==> src/rtl/fmad_arbiter_if.sv <==
// Signal bundle between fmad_arbiter, its requesters, the result consumer and the fmad unit.
// Every valid/ready pair transfers on a cycle where both are high at the rising clock edge.
interface fmad_arbiter_if #(
    parameter int WIDTH = 8,
    parameter int NREQ  = 4
);
    localparam int IDW = $clog2(NREQ);

    logic [NREQ-1:0]       reqValid;
    logic [NREQ-1:0]       reqReady;
    logic [NREQ*WIDTH-1:0] reqMulIn1;
    logic [NREQ*WIDTH-1:0] reqMulIn2;
    logic [NREQ*WIDTH-1:0] reqAddIn;
    logic [NREQ-1:0]       reqSub;
    logic [NREQ-1:0]       reqNegate;
    logic                  respValid;
    logic                  respReady;
    logic [IDW-1:0]        respId;
    logic [2*WIDTH-1:0]    respData;
    logic                  respErr;
    logic                  busy;
    logic                  start;
    logic [WIDTH-1:0]      fmadMulIn1;
    logic [WIDTH-1:0]      fmadMulIn2;
    logic [WIDTH-1:0]      fmadAddIn;
    logic                  sub;
    logic                  negate;
    logic [2*WIDTH-1:0]    fmadOut;
    logic                  fmadDone;

    modport slave (
        input  reqValid, reqMulIn1, reqMulIn2, reqAddIn, reqSub, reqNegate,
        input  respReady, fmadOut, fmadDone,
        output reqReady, respValid, respId, respData, respErr, busy,
        output start, fmadMulIn1, fmadMulIn2, fmadAddIn, sub, negate
    );

    modport master (
        output reqValid, reqMulIn1, reqMulIn2, reqAddIn, reqSub, reqNegate,
        output respReady, fmadOut, fmadDone,
        input  reqReady, respValid, respId, respData, respErr, busy,
        input  start, fmadMulIn1, fmadMulIn2, fmadAddIn, sub, negate
    );
endinterface

==> src/rtl/fmad_arbiter.sv <==
// Round-robin arbiter sharing one fmad unit among NREQ requesters, one op in flight,
// with a watchdog that turns a missing fmadDone into an error response.
module fmad_arbiter #(
    parameter int WIDTH   = 8,
    parameter int NREQ    = 4,
    parameter int TIMEOUT = 64
) (
    input  logic          clock,
    input  logic          reset,
    fmad_arbiter_if.slave bus,
    output logic [1:0]    fsm_state
);
    localparam int IDW = $clog2(NREQ);
    localparam int TW  = $clog2(TIMEOUT);

    typedef enum logic [1:0] {
        IDLE  = 2'd0,
        ISSUE = 2'd1,
        WAIT  = 2'd2,
        RESP  = 2'd3
    } state_t;

    state_t             state;
    logic [IDW-1:0]     last_grant;
    logic [IDW-1:0]     cur_id;
    logic [TW-1:0]      timer;
    logic               start_r;
    logic [WIDTH-1:0]   mul1_r;
    logic [WIDTH-1:0]   mul2_r;
    logic [WIDTH-1:0]   add_r;
    logic               sub_r;
    logic               neg_r;
    logic               resp_valid_r;
    logic [IDW-1:0]     resp_id_r;
    logic [2*WIDTH-1:0] resp_data_r;
    logic               resp_err_r;

    logic               grant_found;
    logic [IDW-1:0]     grant_idx;
    logic [IDW-1:0]     cand;
    logic [NREQ-1:0]    ready_vec;

    // Search starts just above the last winner so it has lowest priority next time.
    always_comb begin
        grant_found = 1'b0;
        grant_idx   = '0;
        cand        = '0;
        for (int k = 1; k <= NREQ; k++) begin
            cand = IDW'((int'(last_grant) + k) % NREQ);
            if (!grant_found && bus.reqValid[cand]) begin
                grant_found = 1'b1;
                grant_idx   = cand;
            end
        end
    end

    always_comb begin
        ready_vec = '0;
        if (!reset && state == IDLE && grant_found) begin
            ready_vec[grant_idx] = 1'b1;
        end
    end

    always_ff @(posedge clock) begin
        if (reset) begin
            state        <= IDLE;
            last_grant   <= IDW'(NREQ - 1);
            cur_id       <= '0;
            timer        <= '0;
            start_r      <= 1'b0;
            mul1_r       <= '0;
            mul2_r       <= '0;
            add_r        <= '0;
            sub_r        <= 1'b0;
            neg_r        <= 1'b0;
            resp_valid_r <= 1'b0;
            resp_id_r    <= '0;
            resp_data_r  <= '0;
            resp_err_r   <= 1'b0;
        end else begin
            start_r <= 1'b0;
            case (state)
                IDLE: begin
                    if (grant_found) begin
                        state   <= ISSUE;
                        start_r <= 1'b1;
                        cur_id  <= grant_idx;
                        mul1_r  <= bus.reqMulIn1[int'(grant_idx)*WIDTH +: WIDTH];
                        mul2_r  <= bus.reqMulIn2[int'(grant_idx)*WIDTH +: WIDTH];
                        add_r   <= bus.reqAddIn[int'(grant_idx)*WIDTH +: WIDTH];
                        sub_r   <= bus.reqSub[grant_idx];
                        neg_r   <= bus.reqNegate[grant_idx];
                    end
                end
                ISSUE: begin
                    timer <= '0;
                    state <= WAIT;
                end
                WAIT: begin
                    timer <= timer + 1'b1;
                    // Done is tested first so a result arriving on the last cycle still counts.
                    if (bus.fmadDone) begin
                        resp_data_r  <= bus.fmadOut;
                        resp_err_r   <= 1'b0;
                        resp_valid_r <= 1'b1;
                        resp_id_r    <= cur_id;
                        state        <= RESP;
                    end else if (timer == TW'(TIMEOUT - 1)) begin
                        resp_data_r  <= '0;
                        resp_err_r   <= 1'b1;
                        resp_valid_r <= 1'b1;
                        resp_id_r    <= cur_id;
                        state        <= RESP;
                    end
                end
                RESP: begin
                    if (bus.respReady) begin
                        resp_valid_r <= 1'b0;
                        last_grant   <= cur_id;
                        state        <= IDLE;
                    end
                end
                default: state <= IDLE;
            endcase
        end
    end

    assign bus.reqReady   = ready_vec;
    assign bus.respValid  = resp_valid_r;
    assign bus.respId     = resp_id_r;
    assign bus.respData   = resp_data_r;
    assign bus.respErr    = resp_err_r;
    assign bus.busy       = (state != IDLE);
    assign bus.start      = start_r;
    assign bus.fmadMulIn1 = mul1_r;
    assign bus.fmadMulIn2 = mul2_r;
    assign bus.fmadAddIn  = add_r;
    assign bus.sub        = sub_r;
    assign bus.negate     = neg_r;
    assign fsm_state      = state;
endmodule
==> src/flat_wrapper.sv <==
// flat-port wrapper written by rule: the top's interface ports become plain ports
module fmad_arbiter_flat 
#(
    parameter int WIDTH   = 8,
    parameter int NREQ    = 4,
    parameter int TIMEOUT = 64
)
  (clock, reset, fsm_state, bus_reqValid, bus_reqMulIn1, bus_reqMulIn2, bus_reqAddIn, bus_reqSub, bus_reqNegate, bus_respReady, bus_fmadOut, bus_fmadDone, bus_reqReady, bus_respValid, bus_respId, bus_respData, bus_respErr, bus_busy, bus_start, bus_fmadMulIn1, bus_fmadMulIn2, bus_fmadAddIn, bus_sub, bus_negate);
  fmad_arbiter_if #(.WIDTH(WIDTH), .NREQ(NREQ)) bus_i ();
  input  logic clock;
  input  logic reset;
  output logic [1:0] fsm_state;
  input wire logic [$bits(bus_i.reqValid)-1:0] bus_reqValid;
  input wire logic [$bits(bus_i.reqMulIn1)-1:0] bus_reqMulIn1;
  input wire logic [$bits(bus_i.reqMulIn2)-1:0] bus_reqMulIn2;
  input wire logic [$bits(bus_i.reqAddIn)-1:0] bus_reqAddIn;
  input wire logic [$bits(bus_i.reqSub)-1:0] bus_reqSub;
  input wire logic [$bits(bus_i.reqNegate)-1:0] bus_reqNegate;
  input wire logic [$bits(bus_i.respReady)-1:0] bus_respReady;
  input wire logic [$bits(bus_i.fmadOut)-1:0] bus_fmadOut;
  input wire logic [$bits(bus_i.fmadDone)-1:0] bus_fmadDone;
  output wire logic [$bits(bus_i.reqReady)-1:0] bus_reqReady;
  output wire logic [$bits(bus_i.respValid)-1:0] bus_respValid;
  output wire logic [$bits(bus_i.respId)-1:0] bus_respId;
  output wire logic [$bits(bus_i.respData)-1:0] bus_respData;
  output wire logic [$bits(bus_i.respErr)-1:0] bus_respErr;
  output wire logic [$bits(bus_i.busy)-1:0] bus_busy;
  output wire logic [$bits(bus_i.start)-1:0] bus_start;
  output wire logic [$bits(bus_i.fmadMulIn1)-1:0] bus_fmadMulIn1;
  output wire logic [$bits(bus_i.fmadMulIn2)-1:0] bus_fmadMulIn2;
  output wire logic [$bits(bus_i.fmadAddIn)-1:0] bus_fmadAddIn;
  output wire logic [$bits(bus_i.sub)-1:0] bus_sub;
  output wire logic [$bits(bus_i.negate)-1:0] bus_negate;
  assign bus_i.reqValid = bus_reqValid;
  assign bus_i.reqMulIn1 = bus_reqMulIn1;
  assign bus_i.reqMulIn2 = bus_reqMulIn2;
  assign bus_i.reqAddIn = bus_reqAddIn;
  assign bus_i.reqSub = bus_reqSub;
  assign bus_i.reqNegate = bus_reqNegate;
  assign bus_i.respReady = bus_respReady;
  assign bus_i.fmadOut = bus_fmadOut;
  assign bus_i.fmadDone = bus_fmadDone;
  assign bus_reqReady = bus_i.reqReady;
  assign bus_respValid = bus_i.respValid;
  assign bus_respId = bus_i.respId;
  assign bus_respData = bus_i.respData;
  assign bus_respErr = bus_i.respErr;
  assign bus_busy = bus_i.busy;
  assign bus_start = bus_i.start;
  assign bus_fmadMulIn1 = bus_i.fmadMulIn1;
  assign bus_fmadMulIn2 = bus_i.fmadMulIn2;
  assign bus_fmadAddIn = bus_i.fmadAddIn;
  assign bus_sub = bus_i.sub;
  assign bus_negate = bus_i.negate;
  fmad_arbiter #(.WIDTH(WIDTH), .NREQ(NREQ), .TIMEOUT(TIMEOUT)) u_core (.clock(clock), .reset(reset), .bus(bus_i), .fsm_state(fsm_state));
endmodule
==> config.mk <==
export PLATFORM = sky130hd
export DESIGN_NAME = fmad_arbiter_flat
export DESIGN_NICKNAME = d
export VERILOG_FILES = /design/src/rtl/fmad_arbiter_if.sv /design/src/rtl/fmad_arbiter.sv /design/src/flat_wrapper.sv
export SDC_FILE = /design/constraint.sdc
export NUM_CORES = 1
export LEC_CHECK = 0
export ABC_AREA = 1
export ABC_CLOCK_PERIOD_IN_PS = 2280
export BUFFER_PORTS_ARGS = -buffer_cell sky130_fd_sc_hd__buf_2
export CAP_MARGIN = 25
export CORE_UTILIZATION = 45
export DETAILED_ROUTE_END_ITERATION = 16
export PLACE_DENSITY = 0.81
export SLEW_MARGIN = 20
export SYNTH_ARGS = -nofsm -noshare
export SYNTH_HDL_FRONTEND = slang
export SYNTH_SLANG_ARGS = --single-unit
==> constraint.sdc <==
create_clock -name clock -period 2.28 [get_ports clock]
set_input_delay 0.114 -clock clock [delete_from_list [all_inputs] [get_ports clock]]
set_output_delay 0.114 -clock clock [all_outputs]
set_load 0.1 [all_outputs]
==> flow_metrics.env, run 1 <==
export IMPL_timing_final_ws_setup_ns=0.03311
export IMPL_average_routed_wire_per_standard_cell_microns=13.91
export IMPL_placementRows=31
export IMPL_post_synth_top_area_cell="dfxtp_1"
export IMPL_grt_overflow_total=0
export IMPL_initial_util_pct=46.44
export IMPL_cts_tree="done"
export IMPL_ctsHoldBuffers=0
export IMPL_clk_latency_ns=0.34
export IMPL_grt_pass1_vias=3660
export IMPL_cellLeakagePower_nw=2.464
export IMPL_ys_warnings_count=0
export IMPL_cp_slowest_stage_delay_ns=0.40
export IMPL_final_layout_size_suffix_gt1_share_pct=35.63
export IMPL_critical_path_arrival_ns=2.13
export IMPL_cp_slowest_cell="dfxtp_4"
export IMPL_vias_per_cell=5.315
export IMPL_run_status="finished, final reports clean"
export IMPL_deepest_level_of_the_cts_h_tree=3
export IMPL_critical_path_required_ns=2.17
export IMPL_postLayoutCoreUtil_pct=66.93
export IMPL_post_dp_hpwl_mm=7.779
export IMPL_crit_path_cells="buf_6 > nand2_1 > nand3_1 > nand2_1 > nor2_4 > nand3_2 > inv_2 > nor2_4 > buf_12 > nor3_4 > buf_12"
export IMPL_pwr_density_cell_nw_per_um2=1633
export IMPL_area_sequential_sq_um=1191
export IMPL_synth_seq_area_share_pct=35.25
export IMPL_hold_class="in2reg"
export IMPL_die_w_microns=88.29
export IMPL_start_kind="flop"
export IMPL_achievable_frequency_mhz=445.1
export IMPL_yosys_register_bits=59
export IMPL_crit_fanout=10
export IMPL_cts_root_buf="clkbuf_8"
export IMPL_antenna_found_initial=1
export IMPL_crit_type="reg2out"
export IMPL_worstSetupEndpointType="output pin"
export IMPL_timing_max_cap_violations=0
export IMPL_first_iter_violations=303
export IMPL_tritoncts_num_buffers=9
export IMPL_synth_area_top_cells="dfxtp_1 35%, nand3_1 16%, nand2_1 15%"
export IMPL_worst_hold_path_num_cells=3
export IMPL_synth_nets=655
export IMPL_ioPinCount=182
export IMPL_synthesized_netlist_cell_count=522
export IMPL_dp_slack_ns=0.03050
export IMPL_power_ir_vdd_worst_uv=1230
export IMPL_multi_input_comb_area_sq_um=1992
export IMPL_setup_viol_count_final=0
export IMPL_logic_depth_of_the_worst_setup_path_including_buffers=11
export IMPL_first_pass_iters=5
export IMPL_grt_start_max_net_pins=57
export IMPL_final_net_count=839
export IMPL_mostFrequentLayoutCell="buf_2"
export IMPL_global_route_wire_length_before_repair_mm=16.53
export IMPL_area_overhead_vs_synth_pct=44.10
export IMPL_tightest_slew_ns=0.6935
export IMPL_setup_tns_final_ns=0
export IMPL_max_slew_margin_pct=53.28
export IMPL_tritoncts_num_sinks=59
export IMPL_ff2ff_path_depth=12
export IMPL_ys_types=29
export IMPL_synthesized_area_divided_by_synthesized_cell_count_sq_um=6.419
export IMPL_route_final_wire_length_mm=11.27
export IMPL_cts_reportedPaths_clkPinSlew_ns=0.08
export IMPL_holdWs_ns=0.02734
export IMPL_coreArea_sq_um=7214
export IMPL_track_usage_pct=27.15
export IMPL_timing_critical_path_max_delay_family="simple AND/OR/NAND/NOR gates"
export IMPL_routabilityCongestion=0.9532
export IMPL_die_area_sq_um=7795
export IMPL_layout_cells_most_common_list="177 x buf_2, 130 x nand2_1, 106 x nand3_1"
export IMPL_route_antenna_remaining_nets=0
export IMPL_die_height_microns=88.29
export IMPL_timing_final_hold_violations=0
export IMPL_drc=0
export IMPL_slew_violations=0
export IMPL_vias=4305
export IMPL_portBuffers=181
export IMPL_timing_critical_path_buf_inv=4
export IMPL_unrepaired_setup_endpoints_after_global_routing="yes"
export IMPL_synth_top_area_share_pct=35.25
export IMPL_min_period_ns=2.247
export IMPL_final_setup_skew_ns=0.01978
export IMPL_clk_path_buf_depth=2
export IMPL_fillCellCount=634
export IMPL_timing_final_crit_share_pct=98.55
export IMPL_synthesis_area_sq_um=3351
power by group:
part	total, mW	internal (mW)	leakage (nW)	switching, mW
registers	1.55	1.37	0.485	0.183
logic	5.37	1.31	1.88	4.06
clock network	0.960	0.558	0.0995	0.402
total	7.88	3.24	2.46	4.65
state kept, by name, summed over array words and instances, names as in the netlist, 2 cells and up:
signal                 count
u_core.bus.fmadMulIn2      8
u_core.cur_id              2
u_core.bus.respId          2
u_core.timer               6
u_core.last_grant          2
u_core.bus.fmadMulIn1      8
u_core.bus.fmadAddIn       8
u_core.bus.respData       16
u_core.fsm_state           2
per-stage QoR:
| stage | std cells | area [sq um] | total power, mW |
|---|---|---|---|
| finish | 810 | 4828 | 7.884 |
| global route | 810 | 4828 | 8.338 |
| CTS | 799 | 4679 | 7.676 |
| detailed placement | 781 | 4422 | 6.595 |
| global placement | 781 | 4422 | 6.517 |
| floorplan | 522 | 3401 | 5.684 |
timing repair:
item                                    CTS  global route
setup buffers                             1             9
gates cloned                              2             2
endpoints found under the hold margin     0             0
endpoints found under the setup margin   10            22
pin swaps                                 2             8
gates resized for setup                   5            20
cell families (layout without fill, tap and decap cells):
kind of cell             Yosys count  in the layout  synth area share, %
AO/OA/AOI/OAI                     63             63                10.01
XOR/XNOR                           1              1               0.2614
adder cells (fa/ha/maj)            5              5                1.867
buffers and inverters             60            246                8.999
flip-flops                        59             59                35.25
other                              0              1                    0
AND/OR/NAND/NOR                  334            336                43.61
final cells by class:
type / count / area share [%]
sequential: 59 / 24.67
clock inverter: 2 / 0.7256
tap: 99 / 2.565
multi-input combinational: 405 / 41.25
inverter: 28 / 2.280
timing repair buffer: 203 / 25.16
clock buffer: 13 / 3.291
antenna: 1 / 0.05183
Yosys cell counts, drive strengths merged:
| cell | count |
|---|---|
| or2 | 1 |
| inv | 27 |
| nand2 | 140 |
| nand4 | 1 |
| a21oi | 22 |
| nor3b | 3 |
| clkinv | 1 |
| ha | 5 |
| a31oi | 2 |
| nor2 | 70 |
| dfxtp | 59 |
| o21bai | 1 |
| nor3 | 8 |
| buf | 22 |
| o21ai | 35 |
| clkbuf | 10 |
| o31a | 1 |
| o211ai | 2 |
| nand3 | 111 |
| xor2 | 1 |
path summary, 6_finish.rpt:
path | start | to | slack [ns]
max reg2reg | u_core.last_grant[0] | u_core.bus.fmadMulIn2[2] | 0.16
max | u_core.last_grant[0] | bus_reqReady[2] | 0.03
min | bus_fmadOut[2] | u_core.bus.respData[2] | 0.03
min reg2reg | u_core.bus.respData[3] | u_core.bus.respData[3] | 0.46
worst register-to-register path, cell delays in order (launching register included):
cell and delay (ns):
dfxtp_4 0.40, buf_6 0.13, nand2_1 0.09, nand3_1 0.10, nand2_1 0.09, nor2_4 0.14, nand3_2 0.12, nand3_2 0.19
buf_4 0.39, nand3_1 0.16, nand3_1 0.13, nor2_1 0.05, nor2_1 0.07
metal layers:
| metal | vias up | GRT usage [%] | part of all wire, % |
|---|---|---|---|
| met4 | 0 | 13.93 | 3.1 |
| met3 | 33 | 7.369 | 10 |
| li1 | 2097 | - | - |
| met5 | - | 0 | 0 |
| met2 | 277 | 45.73 | 49 |
| met1 | 1898 | 31.66 | 38 |
Power figures use the tool's default switching activity.
==> run 2, diff against run 1 <==
--- a/config.mk
+++ b/config.mk
@@ -9,9 +9,11 @@
 export ABC_CLOCK_PERIOD_IN_PS = 2280
 export BUFFER_PORTS_ARGS = -buffer_cell sky130_fd_sc_hd__buf_2
 export CAP_MARGIN = 25
-export CORE_UTILIZATION = 45
+export CELL_PAD_IN_SITES_DETAIL_PLACEMENT = 0
+export CELL_PAD_IN_SITES_GLOBAL_PLACEMENT = 1
+export CORE_UTILIZATION = 29
 export DETAILED_ROUTE_END_ITERATION = 16
-export PLACE_DENSITY = 0.81
+export PLACE_DENSITY_LB_ADDON = 0.1
 export SLEW_MARGIN = 20
 export SYNTH_ARGS = -nofsm -noshare
 export SYNTH_HDL_FRONTEND = slang
==> flow_metrics.env, run 2 (synthesis gave the netlist of run 1 again) <==
export IMPL_netSwitchingPower_mw=4.807
export IMPL_setup_viol_count_final=0
export IMPL_die_area_sq_um=11990
export IMPL_cts_tree="done"
export IMPL_run_status="finished, final reports clean"
export IMPL_max_slew_margin_pct=64.21
export IMPL_initial_util_pct=30.38
export IMPL_power_share_clock_pct=16.3
export IMPL_cellLeakagePower_nw=2.545
export IMPL_timing_max_cap_violations=0
export IMPL_ff2ff_path_depth=14
export IMPL_grt_start_max_net_pins=47
export IMPL_share_seq_of_total_power_pct=18.3
export IMPL_coreArea_sq_um=11030
export IMPL_cp_slowest_stage_delay_ns=0.37
export IMPL_fillCellCount=1211
export IMPL_routabilityCongestion=0.8477
export IMPL_layout_cells_most_common_list="177 x buf_2, 129 x nand2_1, 106 x nand3_1"
export IMPL_antennaDiodeCount=0
export IMPL_critical_path_arrival_ns=2.07
export IMPL_post_place_cells=825
export IMPL_placementRows=38
export IMPL_final_instance_count_excl_fill=856
export IMPL_antenna_found_initial=1
export IMPL_grt_overflow_total=0
export IMPL_comb_pwr_share_pct=65.4
export IMPL_track_usage_pct=20.50
export IMPL_worstSetupEndpointType="output pin"
export IMPL_first_pass_iters=4
export IMPL_ioPinCount=182
export IMPL_clk_latency_ns=0.32
export IMPL_final_net_count=844
export IMPL_power_ir_vdd_worst_uv=1137
export IMPL_clk_path_buf_depth=2
export IMPL_route_final_wire_length_mm=12.32
export IMPL_timing_final_hold_violations=0
export IMPL_setup_tns_final_ns=0
export IMPL_die_w_microns=109.5
export IMPL_cts_root_buf="clkbuf_16"
export IMPL_critical_path_top_cell_by_count="nand2_2"
export IMPL_multi_input_comb_area_sq_um=1986
export IMPL_worstHoldStart="bus_fmadOut[5]"
export IMPL_critical_path_required_ns=2.17
export IMPL_r2r_setup_slack_ns=0.23
export IMPL_p_sw_share_pct=57.04
export IMPL_r2r_end="u_core.bus.negate"
export IMPL_power_report_internal_total_mw=3.620
export IMPL_mostFrequentLayoutCell="buf_2"
export IMPL_crit_path_cells="buf_4 > nand2_1 > nand2_2 > nand2_2 > nand2_2 > nor2_4 > nand3_2 > inv_2 > nor2_4 > nor3_4 > buf_12"
export IMPL_area_sequential_sq_um=1191
export IMPL_grt_pass1_vias=3872
export IMPL_area_overhead_vs_synth_pct=50.82
export IMPL_crit_type="reg2out"
export IMPL_drc=0
export IMPL_pwr_density_cell_nw_per_um2=1667
export IMPL_r2r_start="u_core.last_grant[0]"
export IMPL_slew_violations=0
export IMPL_final_setup_skew_ns=0.006593
export IMPL_cts_reportedPaths_clkPinSlew_ns=0.06
export IMPL_hold_class="in2reg"
export IMPL_route_antenna_remaining_nets=0
export IMPL_final_layout_size_suffix_gt1_share_pct=36.45
export IMPL_global_route_wire_length_before_repair_mm=18.92
export IMPL_timing_final_crit_share_pct=95.64
export IMPL_min_period_ns=2.181
export IMPL_vias_per_cell=4.773
export IMPL_tightest_slew_ns=0.5405
export IMPL_tritoncts_num_buffers=9
export IMPL_worst_hold_path_num_cells=3
export IMPL_die_height_microns=109.5
export IMPL_cp_slowest_cell="dfxtp_4"
export IMPL_achievable_frequency_mhz=458.6
export IMPL_post_dp_hpwl_mm=8.445
export IMPL_tritoncts_num_sinks=59
export IMPL_timing_critical_path_buf_inv=3
export IMPL_average_routed_wire_per_standard_cell_microns=14.39
export IMPL_vias=4086
export IMPL_start_kind="flop"
export IMPL_unrepaired_setup_endpoints_after_global_routing="yes"
export IMPL_crit_fanout=5
export IMPL_portBuffers=181
export IMPL_hold_path_end="u_core.bus.respData[5]"
export IMPL_timing_critical_path_max_delay_family="simple AND/OR/NAND/NOR gates"
export IMPL_largest_register_ffs=16
export IMPL_deepest_level_of_the_cts_h_tree=3
export IMPL_first_iter_violations=233
-- run 2: how the worst max path moves through the flow --
stage / start / end / cells after the start
CTS: u_core.last_grant[0] / bus_reqReady[2] / 12
global route: u_core.last_grant[0] / bus_reqReady[0] / 11
floorplan: u_core.last_grant[0] / bus_reqReady[3] / 12
detailed placement: u_core.last_grant[0] / u_core.bus.fmadMulIn2[0] / 13
finish: u_core.last_grant[0] / bus_reqReady[2] / 11
global placement: u_core.last_grant[0] / u_core.bus.fmadMulIn2[0] / 13
-- run 2: final cells by class --
type	instances	share of cell area, %
multi-input combinational	404	39.29
inverter	28	2.228
clock buffer	9	4.457
clock inverter	7	1.535
timing repair buffer	209	25.45
tap	140	3.466
sequential	59	23.57
-- run 2: stage by stage --
stage          utilization, %  worst slack, ns  power, mW  hold WS, ns  instance area (sq um)
2_1_floorplan               -          0.01003      5.684       0.2630                   3401
3_3_place_gp            40.87          0.05126      6.682       0.3716                   4508
3_5_place_dp            40.87         -0.01789      6.718       0.3742                   4508
4_1_cts                 44.24         0.001086      8.257      0.03094                   4880
5_1_grt                 45.81         -0.01647      8.955      0.04853                   5054
6_report                45.81          0.09930      8.427      0.03909                   5054
-- run 2: power groups by stage --
stage	Combinational, mW	Clock, mW	Sequential [mW]
floorplan	2.09	0	3.59
global placement	5.12	0	1.56
detailed placement	5.16	0	1.56
CTS	5.31	1.41	1.54
global route	5.92	1.45	1.59
finish	5.51	1.37	1.55
-- run 2: what timing repair did --
item | 4_1_cts | 5_1_grt
gates resized for setup | 6 | 17
buffers inserted | 2 | 9
gates cloned | 2 | 2
hold buffers | 0 | 0
endpoints found under the setup margin | 7 | 16
pin swaps | 2 | 8
endpoints found under the hold margin | 0 | 0
-- run 2: worst reg2reg max path, cell delays in order, from the launching register on --
cell and delay, ns:
dfxtp_4 0.37, buf_4 0.14, nand2_1 0.06, nand2_2 0.08, nand2_2 0.10, nand2_2 0.08
nor2_4 0.13, nand3_2 0.13, nand3_4 0.13, buf_4 0.15, bufbuf_16 0.31, nand3_1 0.10
nand3_1 0.10, nor2_1 0.04, nor2_1 0.07
-- run 2: routing by layer --
metal / global-route usage [%] / routed length [microns] / vias up
met5: 0 / 13 / -
met4: 6.476 / 131 / 2
li1: - / - / 2093
met1: 25.32 / 5288 / 1829
met3: 5.572 / 1065 / 11
met2: 34.50 / 5816 / 151
